**src/rtl/pe_conv_sequencer.sv**
```systemverilog
// pe_conv_sequencer
//   Scheduler for one PE's 1-D spike convolution.
//   - Holds one filter row (FILT_TAPS unsigned weights).
//   - Accepts one ifmap row (IFMAP_LEN spike bits) per pass.
//   - For each of the NWIN window positions it steps one filter tap per clock
//     and accumulates that window's partial sum.
//   - Each finished psum is offered to the packetizer, tagged with a rotating
//     adder-node destination taken from a fixed table.
//   - After the last window it forwards the unmodified ifmap row to the
//     neighbour PE, then returns to IDLE.
//
// Build option: define IFMAP_FWD_EN to include the FWD state. Without it,
//   fwd_valid and fwd_data are tied to 0 and the pass ends on the last psum
//   handshake.
//
// Ports
//   clk, rst_n                    clock (rising edge), async active-low reset
//   filt_valid/filt_data/filt_ready      filter row in; tap k at [k*W_WIDTH +: W_WIDTH]
//   ifmap_valid/ifmap_data/ifmap_ready   ifmap row in; spike j at bit j
//   psum_valid/psum_data/psum_dst/psum_src/psum_ready   psum out to packetizer
//   fwd_valid/fwd_data/fwd_ready         ifmap row out to neighbour PE
//   busy                          high in any state except IDLE
//   row_done                      one-cycle pulse after a row pass completes
module pe_conv_sequencer #(
    parameter int IFMAP_LEN  = 25,
    parameter int FILT_TAPS  = 5,
    parameter int W_WIDTH    = 8,
    parameter int PSUM_WIDTH = 13,
    parameter int ADDR_WIDTH = 4,
    parameter int NUM_ADDERS = 7,
    parameter logic [ADDR_WIDTH-1:0] PE_ADDR = '0
) (
    input  logic                           clk,
    input  logic                           rst_n,
    input  logic                           filt_valid,
    input  logic [FILT_TAPS*W_WIDTH-1:0]   filt_data,
    output logic                           filt_ready,
    input  logic                           ifmap_valid,
    input  logic [IFMAP_LEN-1:0]           ifmap_data,
    output logic                           ifmap_ready,
    output logic                           psum_valid,
    output logic [PSUM_WIDTH-1:0]          psum_data,
    output logic [ADDR_WIDTH-1:0]          psum_dst,
    output logic [ADDR_WIDTH-1:0]          psum_src,
    input  logic                           psum_ready,
    output logic                           fwd_valid,
    output logic [IFMAP_LEN-1:0]           fwd_data,
    input  logic                           fwd_ready,
    output logic                           busy,
    output logic                           row_done
);

    localparam int NWIN  = IFMAP_LEN - FILT_TAPS + 1;
    localparam int POS_W = $clog2(NWIN + 1);
    localparam int TAP_W = (FILT_TAPS > 1) ? $clog2(FILT_TAPS) : 1;
    localparam int DST_W = (NUM_ADDERS > 1) ? $clog2(NUM_ADDERS) : 1;
    localparam int IDX_W = POS_W + 1;

    localparam logic [POS_W-1:0] LAST_POS = POS_W'(NWIN - 1);
    localparam logic [TAP_W-1:0] LAST_TAP = TAP_W'(FILT_TAPS - 1);
    localparam logic [DST_W-1:0] LAST_DST = DST_W'(NUM_ADDERS - 1);

`ifdef IFMAP_FWD_EN
    typedef enum logic [1:0] {S_IDLE, S_MAC, S_EMIT, S_FWD} state_t;
`else
    typedef enum logic [1:0] {S_IDLE, S_MAC, S_EMIT} state_t;
`endif

    // Destination adder-node table, visited in order and wrapping.
    function automatic logic [ADDR_WIDTH-1:0] dst_lookup(input logic [DST_W-1:0] idx);
        logic [ADDR_WIDTH-1:0] node;
        case (idx)
            DST_W'(0): node = ADDR_WIDTH'(4'b0010);
            DST_W'(1): node = ADDR_WIDTH'(4'b0110);
            DST_W'(2): node = ADDR_WIDTH'(4'b1011);
            DST_W'(3): node = ADDR_WIDTH'(4'b1111);
            DST_W'(4): node = ADDR_WIDTH'(4'b1110);
            DST_W'(5): node = ADDR_WIDTH'(4'b1001);
            DST_W'(6): node = ADDR_WIDTH'(4'b1101);
            default:   node = '0;
        endcase
        return node;
    endfunction

    // One tap contribution: the weight, zero-extended, gated by the spike.
    function automatic logic [PSUM_WIDTH-1:0] tap_term(input logic spike,
                                                       input logic [W_WIDTH-1:0] w);
        return spike ? PSUM_WIDTH'(w) : '0;
    endfunction

    state_t                 state, state_nx;
    logic [W_WIDTH-1:0]     weight [FILT_TAPS];
    logic [IFMAP_LEN-1:0]   row_q;
    logic [PSUM_WIDTH-1:0]  acc;
    logic [POS_W-1:0]       pos;
    logic [TAP_W-1:0]       tap;
    logic [DST_W-1:0]       dst_cnt;
    logic                   filt_loaded;
    // Low while reset is held so every output reads 0 during reset; goes
    // high on the first clock after release and stays high.
    logic                   out_en;

    logic                   filt_take, ifmap_take, psum_take, pass_end;
    logic [IDX_W-1:0]       spike_idx;
    logic                   spike;

    assign spike_idx = IDX_W'(pos) + IDX_W'(tap);
    assign spike     = row_q[spike_idx];

    // State register
    always_ff @(posedge clk or negedge rst_n) begin
        if (!rst_n) begin
            state <= S_IDLE;
        end else begin
            state <= state_nx;
        end
    end

    // Next state, handshakes and status
    always_comb begin
        state_nx    = state;
        filt_ready  = 1'b0;
        ifmap_ready = 1'b0;
        psum_valid  = 1'b0;
        fwd_valid   = 1'b0;
        busy        = 1'b1;
        filt_take   = 1'b0;
        ifmap_take  = 1'b0;
        psum_take   = 1'b0;
        pass_end    = 1'b0;
        case (state)
            S_IDLE: begin
                busy        = 1'b0;
                filt_ready  = out_en;
                // Filter wins a simultaneous offer; ifmap waits a cycle.
                ifmap_ready = out_en & filt_loaded & ~filt_valid;
                filt_take   = filt_valid & filt_ready;
                ifmap_take  = ifmap_valid & ifmap_ready;
                if (ifmap_take) begin
                    state_nx = S_MAC;
                end
            end
            S_MAC: begin
                if (tap == LAST_TAP) begin
                    state_nx = S_EMIT;
                end
            end
            S_EMIT: begin
                psum_valid = 1'b1;
                if (psum_ready) begin
                    psum_take = 1'b1;
                    if (pos == LAST_POS) begin
`ifdef IFMAP_FWD_EN
                        state_nx = S_FWD;
`else
                        pass_end = 1'b1;
                        state_nx = S_IDLE;
`endif
                    end else begin
                        state_nx = S_MAC;
                    end
                end
            end
`ifdef IFMAP_FWD_EN
            S_FWD: begin
                fwd_valid = 1'b1;
                if (fwd_ready) begin
                    pass_end = 1'b1;
                    state_nx = S_IDLE;
                end
            end
`endif
            default: begin
                state_nx = S_IDLE;
            end
        endcase
    end

    // Control and accumulator
    always_ff @(posedge clk or negedge rst_n) begin
        if (!rst_n) begin
            acc         <= '0;
            pos         <= '0;
            tap         <= '0;
            dst_cnt     <= '0;
            filt_loaded <= 1'b0;
            row_done    <= 1'b0;
            out_en      <= 1'b0;
        end else begin
            out_en   <= 1'b1;
            row_done <= pass_end;
            if (filt_take) begin
                filt_loaded <= 1'b1;
            end
            if (ifmap_take) begin
                acc <= '0;
                pos <= '0;
                tap <= '0;
            end
            if (state == S_MAC) begin
                acc <= acc + tap_term(spike, weight[tap]);
                tap <= (tap == LAST_TAP) ? '0 : tap + 1'b1;
            end
            if (psum_take) begin
                acc     <= '0;
                pos     <= pos + 1'b1;
                dst_cnt <= (dst_cnt == LAST_DST) ? '0 : dst_cnt + 1'b1;
            end
        end
    end

    // Filter and ifmap row storage (data only, no reset)
    always_ff @(posedge clk) begin
        if (filt_take) begin
            for (int k = 0; k < FILT_TAPS; k++) begin
                weight[k] <= filt_data[k*W_WIDTH +: W_WIDTH];
            end
        end
        if (ifmap_take) begin
            row_q <= ifmap_data;
        end
    end

    assign psum_data = psum_valid ? acc : '0;
    assign psum_dst  = psum_valid ? dst_lookup(dst_cnt) : '0;
    assign psum_src  = PE_ADDR;

`ifdef IFMAP_FWD_EN
    assign fwd_data = fwd_valid ? row_q : '0;
`else
    assign fwd_data = '0;
    logic unused_fwd_ready;
    assign unused_fwd_ready = fwd_ready;
`endif

endmodule
```
**config.mk**
```make
export PLATFORM = sky130hd
export DESIGN_NAME = pe_conv_sequencer
export DESIGN_NICKNAME = d
export VERILOG_FILES = /design/src/rtl/pe_conv_sequencer.sv
export SDC_FILE = /design/constraint.sdc
export NUM_CORES = 1
export LEC_CHECK = 0
export BUFFER_PORTS_ARGS = -buffer_cell sky130_fd_sc_hd__buf_2
export CAP_MARGIN = 15
export CORE_ASPECT_RATIO = 0.8
export CORE_UTILIZATION = 53
export CTS_BUF_LIST = sky130_fd_sc_hd__clkbuf_16
export DETAILED_ROUTE_END_ITERATION = 8
export PLACE_DENSITY = 0.8
export SYNTH_ARGS = -nofsm -noshare
export SYNTH_HDL_FRONTEND = slang
export SYNTH_SLANG_ARGS = --single-unit
```
**constraint.sdc**
```tcl
create_clock -name clk -period 4.05 [get_ports clk]
set_input_delay 1.0125 -clock clk [delete_from_list [all_inputs] [get_ports clk]]
set_output_delay 1.0125 -clock clk [all_outputs]
set_load 0.005 [all_outputs]
```
==> impl_results.md <==
- Final Hold Fails: 0
- Routed wire length: approximately 8200 um
- Sw Ratio: 0.3517
- Crit path to: acc[12]$_DFFE_PN0P_
- Total congestion overflow: 0
- # DRC: 0
- Pins Over Slew Limit: 0
- Detailed-placement wirelength estimate: 5771 um
- Commonest cells in the netlist: edfxtp_1 (65), buf_4 (31), dfrtp_1 (29)
- Top-count cell post-synth: edfxtp_1
- Clk sinks: 94
- YS warnings: 0
- Syn Area/Cell: 13.08 um2
- Setup TNS: 0 ps
- Register area share after synthesis: 0.5750
- Max cap viols: 0
- Clock Latency Late Sink: about 340 ps
- Util after Layout: 0.6336
- Die Width: between 100 and 150 um
- Initial Util: 0.5465
- IR drop worst, VDD: 337.7 uV
- Slew HR: 0.4204
- Pin count of the biggest net entering global routing: 42
- Register bit total from synthesis: 94
- IO Pins: 123
- Synth area leaders: edfxtp_1 (42%), dfrtp_1 (16%), buf_4 (5.0%), ha_1 (4.3%), mux4_2 (3.9%)
- Worst hold path type: reg -> reg
- Layout cell share with drive strength beyond 1: 0.2816
- Clk_skew: 6.490 ps
- Post-DRT Antenna Nets: 0
- Global-route wire length before repair: about 13,000 um
- Vias in the first global route: about 2,900
- Worst-path clk slew: 70 ps
- CTS tree: yes
- Top cell type's share of synthesized area: 0.4191
- Synth Cell Area: 4657 um2
- Ys async rst share: 0.3085
- Nets: around 540
- CTS max path bufs: 2
- Int Power: approximately 2.3 mW
- Worst R2R Start: pos[0]$_DFFE_PN0P_
- Worst Setup Start Kind: flip-flop
- Fin crit share: 0.9427
- Via-to-Cell Ratio: 5.188
- Fmax: 0.2619 GHz
- Data arrival, critical path: between 4000 and 5000 ps
- DIE AREA: between 9000 and 10,000 um2
- Comb pwr share: 0.395
- Core Region: around 8500 um2
- CP cell instances: ha_1 -> fa_2 -> mux4_1 -> mux2i_1 -> mux2i_1 -> mux2i_4 -> nor2_1 -> ha_1 -> inv_1 -> fa_1 -> nor2b_1 -> o21ai_0 -> a21o_1 -> a21oi_1 -> nand4_1 -> mux2i_1
- Number of setup buffers added after CTS: 0
- Antenna fix cells: 0
- Crit path from: pos[0]$_DFFE_PN0P_
- Synth cell types: 43
- Number of fill cells: 637
- Seq pwr share: 0.374
- Critical Path Sink Type: flip-flop
- DR iter-0 viols: about 170
- Top cell family by delay on the critical path: adder cells
- H-tree depth: 3
- Layout area overhead: 15.93%
- Final estimated routing congestion in global placement: 0.8611
- CP max FO: 7
- Clock group share of total power: 0.231
- Number of buffers added on ports: 91
- Predominant post-synthesis flop cell: edfxtp_1
- R2R Setup Slk: 230 ps
- Overall Global Routing Usage: 0.1903
- Die Y: 85.84 um
- Post-synth EDFFs: 65
- Crit Path Class: reg -> reg
- CP bufs+invs: 1
- DRT Pass-1 Iters: 4
- R2r endpoint: acc[12]$_DFFE_PN0P_
- Run status: finished, final reports clean
- Slowest-stage cell, CP: fa_2
- Cells after Synth: 356
- Initial antenna violation count: 0
- WP data required: ~4300 ps
- R2R cell count: 16
- Power Dens Cells: 643.2 nW/um2
- Actual slew at the worst max-slew pin: 869.3 ps
- Net switching power: 1.221 mW
- Static Leakage: 2.349 nW
- CP Depth: 16
- Final Setup Violations: 0
- Cell taking the most area after synthesis: edfxtp_1
- Worst path most repeated cell: mux2i_1
- Tot Pwr: around 3.5 mW
- WL/cell: 14.58 um
- Routed vias: 2,921
- Clock root cell: clkbuf_16
- Row cnt: 30
- Fin crit period: 3818 ps
- CP max stage delay: 640 ps
- CTS Buf Count: 9
through the flow:
stage	instance area, um2	setup slack, ps	cells	hold WS, ps
3_5_place_dp	5100	130.8	547	465.0
3_3_place_gp	5100	186.2	547	467.3
4_1_cts	5386	119.9	563	473.8
6_report	5399	231.9	563	470.6
5_1_grt	5399	-2.742	563	502.8
2_1_floorplan	4766	515.5	385	436.7
flip-flops by register name, summed over array words and instances, names as in the netlist:
signal and flops:
weight 40, row_q 25, acc 13, pos 5
dst_cnt 3, tap 3, state 2, filt_loaded 1
out_en 1, row_done 1
power groups by stage:
stage	combinational (mW)	sequential, mW	clock [mW]
2_1_floorplan	1.08	1.28	0
3_3_place_gp	1.30	1.31	0
3_5_place_dp	1.35	1.31	0
4_1_cts	1.36	1.30	0.820
5_1_grt	1.54	1.32	0.857
6_report	1.37	1.30	0.803
cell usage in the layout, fill, tap and decap left out, types with 2 or more instances in the layout:
| master | n |
|---|---|
| a21o_1 | 5 |
| a21oi_1 | 7 |
| a21oi_2 | 2 |
| and2_1 | 14 |
| and3_1 | 3 |
| buf_2 | 91 |
| buf_4 | 5 |
| clkbuf_16 | 9 |
| conb_1 | 31 |
| dfrtp_1 | 29 |
| edfxtp_1 | 65 |
| ha_1 | 16 |
| inv_1 | 11 |
| inv_6 | 3 |
| inv_8 | 2 |
| mux2i_1 | 16 |
| mux4_1 | 6 |
| mux4_2 | 8 |
| nand2_1 | 22 |
| nand2b_1 | 4 |
| nand3_1 | 14 |
| nor2_1 | 26 |
| nor2b_1 | 2 |
| o211ai_1 | 3 |
| o21ai_0 | 21 |
| o22ai_1 | 2 |
| o31ai_1 | 7 |
| xnor2_1 | 6 |
| xor2_1 | 3 |
final cells by class:
cell class	count	area, um2	share of cell area
inverter	10	37.54	0.006952
tap	112	140.1	0.02596
clock inverter	7	61.31	0.01136
multi-input combinational	235	1764	0.3268
timing repair buffer	96	493.0	0.09131
sequential	94	2678	0.4959
clock buffer	9	225.2	0.04171
routing by layer:
| metal | routed length, um | vias to the layer above | share of wire | track usage |
|---|---|---|---|---|
| met4 | 117 | 0 | 0.014 | 0.07098 |
| met5 | 0 | - | 0 | 0 |
| met2 | 3962 | 127 | 0.48 | 0.3114 |
| li1 | - | 1409 | - | - |
| met3 | 586 | 12 | 0.071 | 0.06003 |
| met1 | 3541 | 1373 | 0.43 | 0.2397 |
worst min-delay path by stage:
| stage | startpoint | to | slack, ps | depth (start not counted) |
|---|---|---|---|---|
| final | acc[12]$_DFFE_PN0P_ | acc[12]$_DFFE_PN0P_ | 470 | 1 |
| after global routing | acc[12]$_DFFE_PN0P_ | acc[12]$_DFFE_PN0P_ | 500 | 1 |
| after CTS | acc[12]$_DFFE_PN0P_ | acc[12]$_DFFE_PN0P_ | 470 | 1 |
| after detailed placement | acc[12]$_DFFE_PN0P_ | acc[12]$_DFFE_PN0P_ | 460 | 1 |
| after global placement | filt_loaded$_DFFE_PN0P_ | filt_loaded$_DFFE_PN0P_ | 470 | 1 |
| after floorplan | acc[12]$_DFFE_PN0P_ | acc[12]$_DFFE_PN0P_ | 440 | 1 |
logic make-up (layout without fill, tap and decap cells):
group,Yosys count,count (layout),share of synthesized area
simple gates,94,94,0.09860
fa+ha+maj,18,18,0.05159
xor+xnor,10,10,0.02284
flops,94,94,0.5750
other cells,2,31,0.001613
buf+inv,56,122,0.07254
compound gates,51,51,0.06610
mux,31,31,0.1118
repair_timing:
| item | in CTS | in global routing |
|---|---|---|
| resized for setup | 0 | 3 |
| hold buffers | 0 | 0 |
| setup endpoints to repair | 0 | 5 |
No activity file was read; power rests on OpenSTA's default activity.
